[config.mk]
export PLATFORM = sky130hd
export DESIGN_NAME = branch_resolver
export DESIGN_NICKNAME = d
export VERILOG_FILES = /design/src/rtl/branch_resolver.sv
export SDC_FILE = /design/constraint.sdc
export NUM_CORES = 1
export LEC_CHECK = 0
export ABC_AREA = 1
export CAP_MARGIN = 5
export CORE_ASPECT_RATIO = 0.8
export CORE_MARGIN = 3
export CORE_UTILIZATION = 45
export DETAILED_ROUTE_END_ITERATION = 10
export GPL_ROUTABILITY_DRIVEN = 1
export HOLD_SLACK_MARGIN = 0.03
export PLACE_DENSITY = 0.86
export SLEW_MARGIN = 20
export SYNTH_ARGS = -nofsm -noshare
export SYNTH_HDL_FRONTEND = slang
export SYNTH_SLANG_ARGS = --single-unit
[constraint.sdc]
create_clock -name clk_i -period 2.1 [get_ports clk_i]
set_input_delay 0.42 -clock clk_i [delete_from_list [all_inputs] [get_ports clk_i]]
set_output_delay 0.42 -clock clk_i [all_outputs]
set_load 0.05 [all_outputs]
[src/rtl/branch_resolver.sv]
// EX-stage branch resolution: compares the carried prediction with the actual next PC,
// redirects/flushes on a mispredict, squashes wrong-path resolutions and trains the predictor.
module branch_resolver #(
   parameter int unsigned FLUSH_CYCLES = 2,
   parameter int unsigned CNT_W        = 32
) (
   input  logic             clk_i,
   input  logic             rst_i,
   input  logic             ex_valid_i,
   input  logic             ex_stall_i,
   input  logic [31:0]      ex_pc_i,
   input  logic [31:0]      ex_pred_pc_i,
   input  logic             ex_is_br_i,
   input  logic             ex_taken_i,
   input  logic [31:0]      ex_target_i,
   output logic             redirect_o,
   output logic [31:0]      redirect_pc_o,
   output logic             flush_o,
   output logic             fb_valid_o,
   output logic [31:0]      insn_pc_o,
   output logic             insn_is_br_o,
   output logic [31:0]      insn_target_o,
   output logic [CNT_W-1:0] br_count_o,
   output logic [CNT_W-1:0] mispred_count_o
);

   // state  | meaning
   // IDLE   | EX resolutions are accepted
   // SQUASH | wrong-path window after a redirect; EX inputs ignored

   typedef enum logic {IDLE, SQUASH} state_t;

   localparam logic [2:0] FLUSH_LD = 3'(FLUSH_CYCLES);

   state_t      state, state_nxt;
   logic [2:0]  sq_cnt, sq_cnt_nxt;
   logic        resolve, mispred, fb, br_inc;
   logic [31:0] actual_npc;

   always_ff @(posedge clk_i or negedge rst_i) begin
      if (!rst_i) begin
         state  <= IDLE;
         sq_cnt <= 3'd0;
      end else begin
         state  <= state_nxt;
         sq_cnt <= sq_cnt_nxt;
      end
   end

   always_comb begin
      state_nxt  = state;
      sq_cnt_nxt = sq_cnt;
      case (state)
         IDLE: begin
            if (mispred) begin
               state_nxt  = SQUASH;
               sq_cnt_nxt = FLUSH_LD;
            end
         end
         SQUASH: begin
            if (!ex_stall_i) begin
               sq_cnt_nxt = sq_cnt - 3'd1;
               if (sq_cnt == 3'd1) state_nxt = IDLE;
            end
         end
         default: begin
            state_nxt  = IDLE;
            sq_cnt_nxt = 3'd0;
         end
      endcase
   end

   always_comb begin
      resolve    = (state == IDLE) && ex_valid_i && !ex_stall_i;
      actual_npc = (ex_is_br_i && ex_taken_i) ? ex_target_i : ex_pc_i + 32'd4;
      mispred    = resolve && (actual_npc != ex_pred_pc_i);
      fb         = resolve && (ex_is_br_i || mispred);
      br_inc     = resolve && ex_is_br_i;
   end

   // Registered outputs; payloads hold their last value between pulses.
   always_ff @(posedge clk_i or negedge rst_i) begin
      if (!rst_i) begin
         redirect_o      <= 1'b0;
         flush_o         <= 1'b0;
         redirect_pc_o   <= 32'd0;
         fb_valid_o      <= 1'b0;
         insn_pc_o       <= 32'd0;
         insn_is_br_o    <= 1'b0;
         insn_target_o   <= 32'd0;
         br_count_o      <= '0;
         mispred_count_o <= '0;
      end else begin
         redirect_o <= mispred;
         flush_o    <= mispred;
         fb_valid_o <= fb;
         if (mispred) redirect_pc_o <= actual_npc;
         if (fb) begin
            insn_pc_o     <= ex_pc_i;
            insn_is_br_o  <= ex_is_br_i && ex_taken_i;
            insn_target_o <= ex_target_i;
         end
         if (br_inc && (br_count_o != {CNT_W{1'b1}}))
            br_count_o <= br_count_o + CNT_W'(1);
         if (mispred && (mispred_count_o != {CNT_W{1'b1}}))
            mispred_count_o <= mispred_count_o + CNT_W'(1);
      end
   end

endmodule

* After elaboration in Yosys (flattened, before gate mapping)
Cells that the tools add are included.
Cells by class: add/sub/neg operators 4, $mul 0, div/mod/pow operators 0, magnitude comparators 0, equal/unequal tests 6, shifts and indexed selects 0, multiplexer cells 8, bitwise logic cells 1, reductions and logical operators 11
Operators by type and width (number):
- $add 32x1->32 const B | 2
- $ne 32x32->1 const B | 2
- $add 32x3->32 const B | 1
- $mux 32 | 1
- $ne 32x32->1 | 1
- $logic_and 1x1->1 | 8
- $mux 3 | 2
- $pmux 3 s2 | 1
- $ne 2x2->1 const B | 2
- $eq 3x1->1 const B | 1
- $mux 1 | 3
- $sub 3x1->3 const B | 1
- $pmux 1 s2 | 1
- $reduce_and 2->1 | 1
- $logic_not 1->1 | 1
- $logic_or 1x1->1 | 1
- $not 1->1 | 1
Word-level totals: register bits 167, latch bits 0, memory bits (writable) 0, memory bits (read-only) 0, bits of input ports 102, output and inout bits 164, word-level logic and storage cells 40, memories kept 0

* Depth between registers and ports, before layout
Gate-level depths: netlist of run 1.
depth after elaboration 6, gate-level depth with buffers 22, mapped depth without buffers 20

* Least setup slack after synthesis of run 1
No wires, ideal clock.
path type reg-to-reg, from register mispred_count_o[1], to register mispred_count_o[26], data arrival time 2437 ps, required time 2033 ps, setup slack -404 ps, cell stages (with the launch flop) 13, buffers on the path 1, clock period less this slack 2504 ps, cells stage by stage dfrtp_1 > ha_1 > inv_1 > nor3_1 > nand4_1 > nor4_1 > nand2_1 > nor3_1 > nand3_1 > nand3_1 > buf_2 > nand2_1 > nand2_1
Between the ends: longest elaborated chain between the ends 2
Ends and longest elaborated chain:
- start: declaration | RTL line 24 | output logic [CNT_W-1:0] mispred_count_o
- start signal: assignment | RTL line 106 | mispred_count_o <= mispred_count_o + CNT_W'(1);
- parallel branches: the longest is 2 deep, another holds $add 32x1->32
Several ways; the timed one is not identified. A chain may end at the register's enable or synchronous reset.

* Final worst setup path of run 1
from input ex_pc_i[3], to register insn_target_o[28]
Between the ends: longest elaborated chain between the ends 6
Ends and longest elaborated chain:
- start: declaration | RTL line 11 | input logic [31:0] ex_pc_i,
- $add 32x3->32 | RTL line 75 | actual_npc = (ex_is_br_i && ex_taken_i) ? ex_target_i : ex_pc_i + 32'd4;
- $mux 32 | RTL line 75
- $ne 32x32->1 | RTL line 76 | mispred = resolve && (actual_npc != ex_pred_pc_i);
- $logic_and 1x1->1 | RTL line 76
- $logic_or 1x1->1 | RTL line 77 | fb = resolve && (ex_is_br_i || mispred);
- $logic_and 1x1->1 | RTL line 77
- end signal: assignment | RTL line 101 | insn_target_o <= ex_target_i;
- end: declaration | RTL line 22 | output logic [31:0] insn_target_o,
No other way between the ends.

==> flow_summary_export.csv, run 1 <==
group,metric,value,unit
yosys,synth_compound_area_share,2.45,%
die,dieArea,23800,um^2
routing,via_per_inst,5.71,
yosys,avgSynthCellArea,7.12,um^2
layout,drive_above_1_share,29.5,%
placement,place.gp.congestion,0.955,
sta,rsz0062_at_grt,"true",
worst_setup_path,end_kind,"flop",
global_route,grt-ovfl-total,0,
routing,avgRoutedWirePerCell,20.8,um
sta,whs,0.208,ns
power,comb_power_share,53.0,%
worst_setup_path,crit_path_start_kind,"primary input",
yosys,synth.distinct_cells,33,
layout,postLayoutCoreUtil,77.1,%
die,initial_core_util,46.7,%
worst_setup_path,criticalPathCategory,"in2reg",
routing,dr.pass1.iters,6,
die,num_io_pins,266,
die,die_y,138,um
yosys,synth-seq-cells,167,
sta,min_period_over_period,130,%
worst_setup_path,cp_max_fo,8,
worst_setup_path,cp_top_family,"simple AND/OR/NAND/NOR gates",
global_route,grt_pass1_vias,11500,
cts,clockBufferDepth,2,
worst_setup_path,worstPathArrival,3.09,ns
worst_setup_path,worst_path_most_repeated_cell,"nand2_1",
cts,clk_latency,0.44,ns
die,fp-row-count,47,
worst_setup_path,worst_ep_required_time,2.47,ns
placement,pre_cts_slack,-1.39,ns
yosys,muxShareOfSynthArea,0,%
cts,cts_tree,"done",
yosys,yosysTopAreaCell,"dfrtp_1",
yosys,synthAdderAreaFrac,0.634,%
sta,slew_headroom,59.8,%
power,p_int,9.48,mW
yosys,synth-edff-count,0,
power,power_density,1120,nW/um^2
yosys,synth_xor_xnor_area_share,6.04,%
layout,syn_to_final_growth,65.0,%
power,p_seq_share,28.5,%
routing,first_iter_violations,1295,
layout,final_common_cell,"nand2_1",
yosys,yosys_warnings,0,
sta,setup_slack,-0.621,ns
sta,finalSetupViolations,135,
cts,cts_made_buffers,17,
power,power.total,18.3,mW
yosys,async_flop_share,100,%
power,p_clk_share,18.6,%
routing,drc,0,
global_route,grt_pass1_wl,62000,um
power,swShare,48.1,%
die,core_area,21100,um^2
placement,dp_hpwl,27600,um
power,peakVddDrop,1.07,mV
yosys,ys.flop_type,"dfrtp_1",
cts,cts_root_buffer,"clkbuf_16",
worst_setup_path,r2r_slack,-0.07,ns
die,die_width,172,um
power,p_switching,8.79,mW
worst_setup_path,critPathSlowestCell,"nor2_4",
cts,clkTransAtPathRegs,0.08,ns
yosys,synth_area_leaders,"dfrtp_1 42%, nand2_1 21%, nand3_1 7.6%, xor2_1 4.4%, inv_1 4.0%",
sta,final-max-slew-violation-count,0,
yosys,yosys.area_share.simple,41.5,%
min_path,hold_path_class,"in2reg",
placement,dpl.cell_count,2022,
global_route,grt_use_total,33.1,%
power,leakage,8.59,nW
yosys,syn_area,9870,um^2
sta,skew,0.0128,ns
global_route,antenna_found_initial,4,
global_route,grt_max_degree,76,
worst_setup_path,path_buf_inv,5,
yosys,yosysTopAreaCellShare,42.4,%
routing,wl,43900,um
placement,port_buffers,265,
sta,period_needed,2.72,ns
routing,vias,12000,
layout,fin_nets,1929,
cts,htree_levels,4,
yosys,synthesis.nets,1492,
flow_run,cap_violations,0,
sta,hold_viol,0,
yosys,seq_area_frac_synth,42.4,%
routing,drtAntennaViolNets,0,
status,status,"finished, violations left",
status,failed_checks,"negative setup slack",
layout,layout_common_cells,"448 x nand2_1, 167 x buf_4, 148 x clkdlybuf4s50_1",
sta,clock.fmax,0.367,GHz
worst_setup_path,crit_chain,"buf_12, ha_4, nand2_4, nor2_4, buf_6, nand3_4, inv_2, nand2_1, nand2_2, nand3_2, nand3_1, nand2_1, nor2_1, nand2_1, nor2_4, nand3_4, nand2_8, buf_12, buf_16, nand3_2, nand2_2",
cts,cts_sinks,167,
worst_setup_path,max_stage_delay,0.19,ns
sta,worstMarginPinSlew,0.602,ns
yosys,synth_cells,1385,
layout,fin_cells,2107,
yosys,synth_top_family_by_area,"simple AND/OR/NAND/NOR gates",
## cell families (layout without fill, tap and decap cells)
family	after synthesis	count (layout)
other cells	0	3
xor+xnor	68	68
buf+inv	159	608
flops	167	167
fa+ha+maj	5	5
compound gates	46	46
simple gates	940	941
## per-layer routing
layer  share of wire (%)  GRT usage [%]  wire, um  up-vias
met4                 5.5           12.0      2430        4
met3                  11           9.22      4920      214
li1                    -              -         -     5326
met5               0.061              0        27        -
met1                  38           43.3     16800     5665
met2                  45           52.7     19700      827
## synthesized netlist by cell type (3+ instances only)
master	instances
nand2_1	545
dfrtp_1	167
nand3_1	149
inv_1	104
nor2_1	95
xor2_1	50
nand4_1	46
nor3_1	37
o21ai_0	36
clkbuf_1	22
or2_2	19
nor4_1	18
xnor2_1	18
nand3b_1	13
buf_2	10
buf_4	8
buf_6	7
nor2_2	6
ha_1	5
and2_1	3
clkinv_1	3
inv_2	3
nor2_4	3
o21ai_1	3
## power by group through the flow
| stage | Sequential (mW) | Clock [mW] | Combinational (mW) |
|---|---|---|---|
| 6_report | 5.20 | 3.39 | 9.67 |
| 5_1_grt | 5.30 | 3.51 | 10.1 |
| 4_1_cts | 5.08 | 3.36 | 9.09 |
| 3_5_place_dp | 5.10 | 0 | 8.72 |
| 3_3_place_gp | 5.08 | 0 | 8.54 |
| 2_1_floorplan | 8.60 | 0 | 1.80 |
## area by class of cell
type | count | area (um^2)
clock inverters | 13 | 163
multi-input cells | 1060 | 5950
clock buffers | 19 | 453
diodes | 3 | 7.51
inverters | 110 | 427
well taps | 269 | 337
repair buffers | 466 | 4720
flip-flops and latches | 167 | 4230
fillers | 1391 | 4840
## tightest hold or removal path: stages
cell and delay [ns]:
buf_12 0.09, nand2_1 0.05, nand2_1 0.05
## flip-flops by register name, indices dropped and copies added (netlist names)
register	count
br_count_o	32
fb_valid_o	1
flush_o	1
insn_is_br_o	1
insn_pc_o	32
insn_target_o	32
mispred_count_o	32
redirect_pc_o	32
sq_cnt	3
state	1
## timing repair
item,in CTS,in global routing
gates resized for setup,306,178
hold buffers,1,0
gates cloned,11,5
setup buffers,18,16
pin swaps,44,50
endpoints found under the setup margin,165,181
hold endpoints to repair,27,0
## worst paths after layout
kind | start | cells past startpoint | to
max in group asynchronous | rst_i | 3 | mispred_count_o[7]
min reg2reg | br_count_o[21] | 1 | br_count_o[21]
max reg2reg | mispred_count_o[0] | 12 | mispred_count_o[12]
min | ex_pc_i[2] | 3 | insn_pc_o[2]
min in group asynchronous | rst_i | 2 | br_count_o[20]
max | ex_pc_i[3] | 21 | insn_target_o[28]
## stage by stage
stage	setup TNS [ns]	cell area, um^2
after global routing	-80.13	16300
after floorplan	-22.98	10100
after global placement	-165.40	14000
after CTS	-12.03	15500
after detailed placement	-178.71	14000
final	-67.69	16300
(Power assumes the default switching activity.)
==> run 2, diff against run 1 <==
--- a/config.mk
+++ b/config.mk
@@ -8,7 +8,7 @@
 export ABC_AREA = 1
 export CAP_MARGIN = 5
 export CORE_ASPECT_RATIO = 0.8
-export CORE_MARGIN = 3
+export CORE_MARGIN = 5
 export CORE_UTILIZATION = 45
 export DETAILED_ROUTE_END_ITERATION = 10
 export GPL_ROUTABILITY_DRIVEN = 1
==> flow_summary_export.csv, run 2 (synthesized netlist as in run 1, its figures left out) <==
group,metric,value,unit
routing,via_per_inst,5.59,
status,failed_checks,"negative setup slack",
global_route,grt_pass1_vias,11500,
sta,finalSetupViolations,135,
worst_setup_path,worst_ep_required_time,2.43,ns
placement,place.gp.congestion,0.982,
routing,vias,11900,
worst_setup_path,cp_max_fo,7,
routing,avgRoutedWirePerCell,19.9,um
global_route,grt_pass1_wl,60000,um
die,dieArea,25000,um^2
die,initial_core_util,45.8,%
sta,skew,0.00879,ns
worst_setup_path,crit_path_start_kind,"primary input",
worst_setup_path,reg2regPathDepth,11,
placement,dpl.cell_count,2038,
global_route,grt_use_total,30.4,%
sta,clock.fmax,0.394,GHz
routing,wl,42200,um
layout,fin_cells,2124,
layout,regArea,4230,um^2
flow_run,cap_violations,0,
layout,fillers,1483,
sta,min_period_over_period,121,%
power,peakVddDrop,1.00,mV
cts,cts_tree,"done",
worst_setup_path,timing.rr.end,"mispred_count_o[11]",
routing,first_iter_violations,1134,
die,die_width,176,um
worst_setup_path,criticalPathCategory,"in2reg",
layout,drive_above_1_share,33.7,%
placement,dp_hpwl,27600,um
sta,period_needed,2.54,ns
sta,worstMarginPinSlew,0.599,ns
sta,final-max-slew-violation-count,0,
worst_setup_path,worstPathArrival,2.86,ns
routing,dr.pass1.iters,5,
cts,cts_root_buffer,"clkbuf_16",
min_path,min_to,"insn_pc_o[3]",
status,status,"finished, violations left",
layout,syn_to_final_growth,68.8,%
sta,setup_slack,-0.436,ns
min_path,min-delay-start,"ex_pc_i[3]",
sta,rsz0062_at_grt,"true",
layout,final_common_cell,"nand2_1",
placement,port_buffers,265,
routing,drc,0,
cts,htree_levels,4,
die,die_y,142,um
layout,fin_nets,1940,
min_path,hold_path_class,"in2reg",
cts,clockBufferDepth,2,
power,power_density,1090,nW/um^2
power,leakage,8.80,nW
worst_setup_path,reg2reg_from,"mispred_count_o[0]",
global_route,grt_max_degree,67,
placement,placed_cell_area,14100,um^2
global_route,antenna_found_initial,10,
min_path,hold_depth,3,
global_route,grt-ovfl-total,0,
sta,slew_headroom,60.0,%
cts,cts_sinks,167,
layout,final_area,16700,um^2
layout,layout_common_cells,"377 x nand2_1, 171 x buf_4, 150 x clkdlybuf4s50_1",
routing,drtAntennaViolNets,0,
die,fp-row-count,48,
worst_setup_path,end_kind,"flop",
die,core_area,21600,um^2
die,num_io_pins,266,
sta,hold_viol,0,
cts,clkTransAtPathRegs,0.07,ns
worst_setup_path,r2r_slack,-0.09,ns
cts,cts_made_buffers,17,
layout,multi_input_area,6250,um^2
cts,clk_latency,0.43,ns
==> run 2: cell types whose count changed in the layout (fill, tap and decap cells not counted), moves of 4 or more <==
| cell | before | now |
|---|---|---|
| buf_2 | 13 | 9 |
| nor2_1 | 57 | 62 |
| nor2_4 | 22 | 17 |
| nand2_1 | 448 | 377 |
| nand2_4 | 28 | 46 |
| buf_4 | 167 | 171 |
| nand2_2 | 71 | 124 |
| clkbuf_2 | 1 | 9 |
| clkdlybuf4s15_2 | 4 | 0 |
==> run 2: cell type report <==
type	instances	area share, %
Tap cell	275	2.07
Clock buffer	20	2.74
Sequential cell	167	25.4
Multi-Input combinational cell	1061	37.5
Inverter	110	2.54
Antenna cell	3	0.0451
Timing Repair Buffer	476	29.0
Clock inverter	12	0.699
==> run 2: repair_timing <==
| action | 4_1_cts | 5_1_grt |
|---|---|---|
| hold endpoints to repair | 13 | 0 |
| hold buffers | 1 | 0 |
| gates cloned | 13 | 9 |
| setup endpoints to repair | 161 | 190 |
| gates resized for setup | 206 | 346 |
| pin swaps | 34 | 75 |
| buffers inserted | 17 | 15 |
==> run 2: worst max path at each step <==
stage | startpoint | end | slack, ns | depth (start not counted)
2_1_floorplan | ex_pc_i[2] | insn_pc_o[0] | -0.24 | 22
3_5_place_dp | ex_pc_i[5] | insn_target_o[23] | -1.35 | 19
3_3_place_gp | ex_pc_i[5] | redirect_pc_o[27] | -1.22 | 20
6_report | ex_pc_i[3] | insn_target_o[11] | -0.44 | 22
5_1_grt | ex_pc_i[3] | insn_pc_o[1] | -0.55 | 22
4_1_cts | ex_pc_i[2] | insn_pc_o[26] | -0.36 | 23
==> run 2: where the power goes <==
part           internal, mW  switching [mW]
sequential             4.31           0.874
clock                  1.72            1.43
combinational          3.45            6.43
==> run 2: metal layers <==
layer  part of all wire (%)  GRT usage (%)  up-vias
met2                     47           51.1      675
met1                     38           37.3     5638
li1                       -              -     5359
met5                   0.17              0        -
met4                    5.3           11.5       14
met3                    9.7           8.95      182
==> run 2: critical path, cell delays in order <==
cell and delay, ns:
buf_8 0.09, ha_4 0.15, nand2_4 0.05, nor2_4 0.19
nand2_4 0.10, nor2_4 0.15, nand2_1 0.08, nand2_1 0.10
nand2_2 0.08, nand2_2 0.08, nand2_2 0.06, nand2_2 0.06
nand2_2 0.07, nor2_4 0.13, nand2_2 0.08, nor2_4 0.15
nand3_4 0.15, nand2_8 0.17, nand2_8 0.13, clkbuf_16 0.22
nand2_4 0.07, nand2_2 0.05
==> run 2: per-stage QoR <==
step / utilization (%) / setup WS [ns] / hold WS [ns] / power [mW] / TNS, ns
6_report: 77.3 / -0.436 / 0.216 / 18.2 / -49.24
3_5_place_dp: 65.5 / -1.35 / 0.225 / 13.8 / -171.93
5_1_grt: 77.2 / -0.548 / 0.210 / 18.9 / -64.59
2_1_floorplan: - / -0.239 / 0.124 / 10.4 / -22.98
3_3_place_gp: 65.5 / -1.22 / 0.224 / 13.6 / -158.68
4_1_cts: 71.8 / -0.359 / 0.270 / 17.4 / -36.84
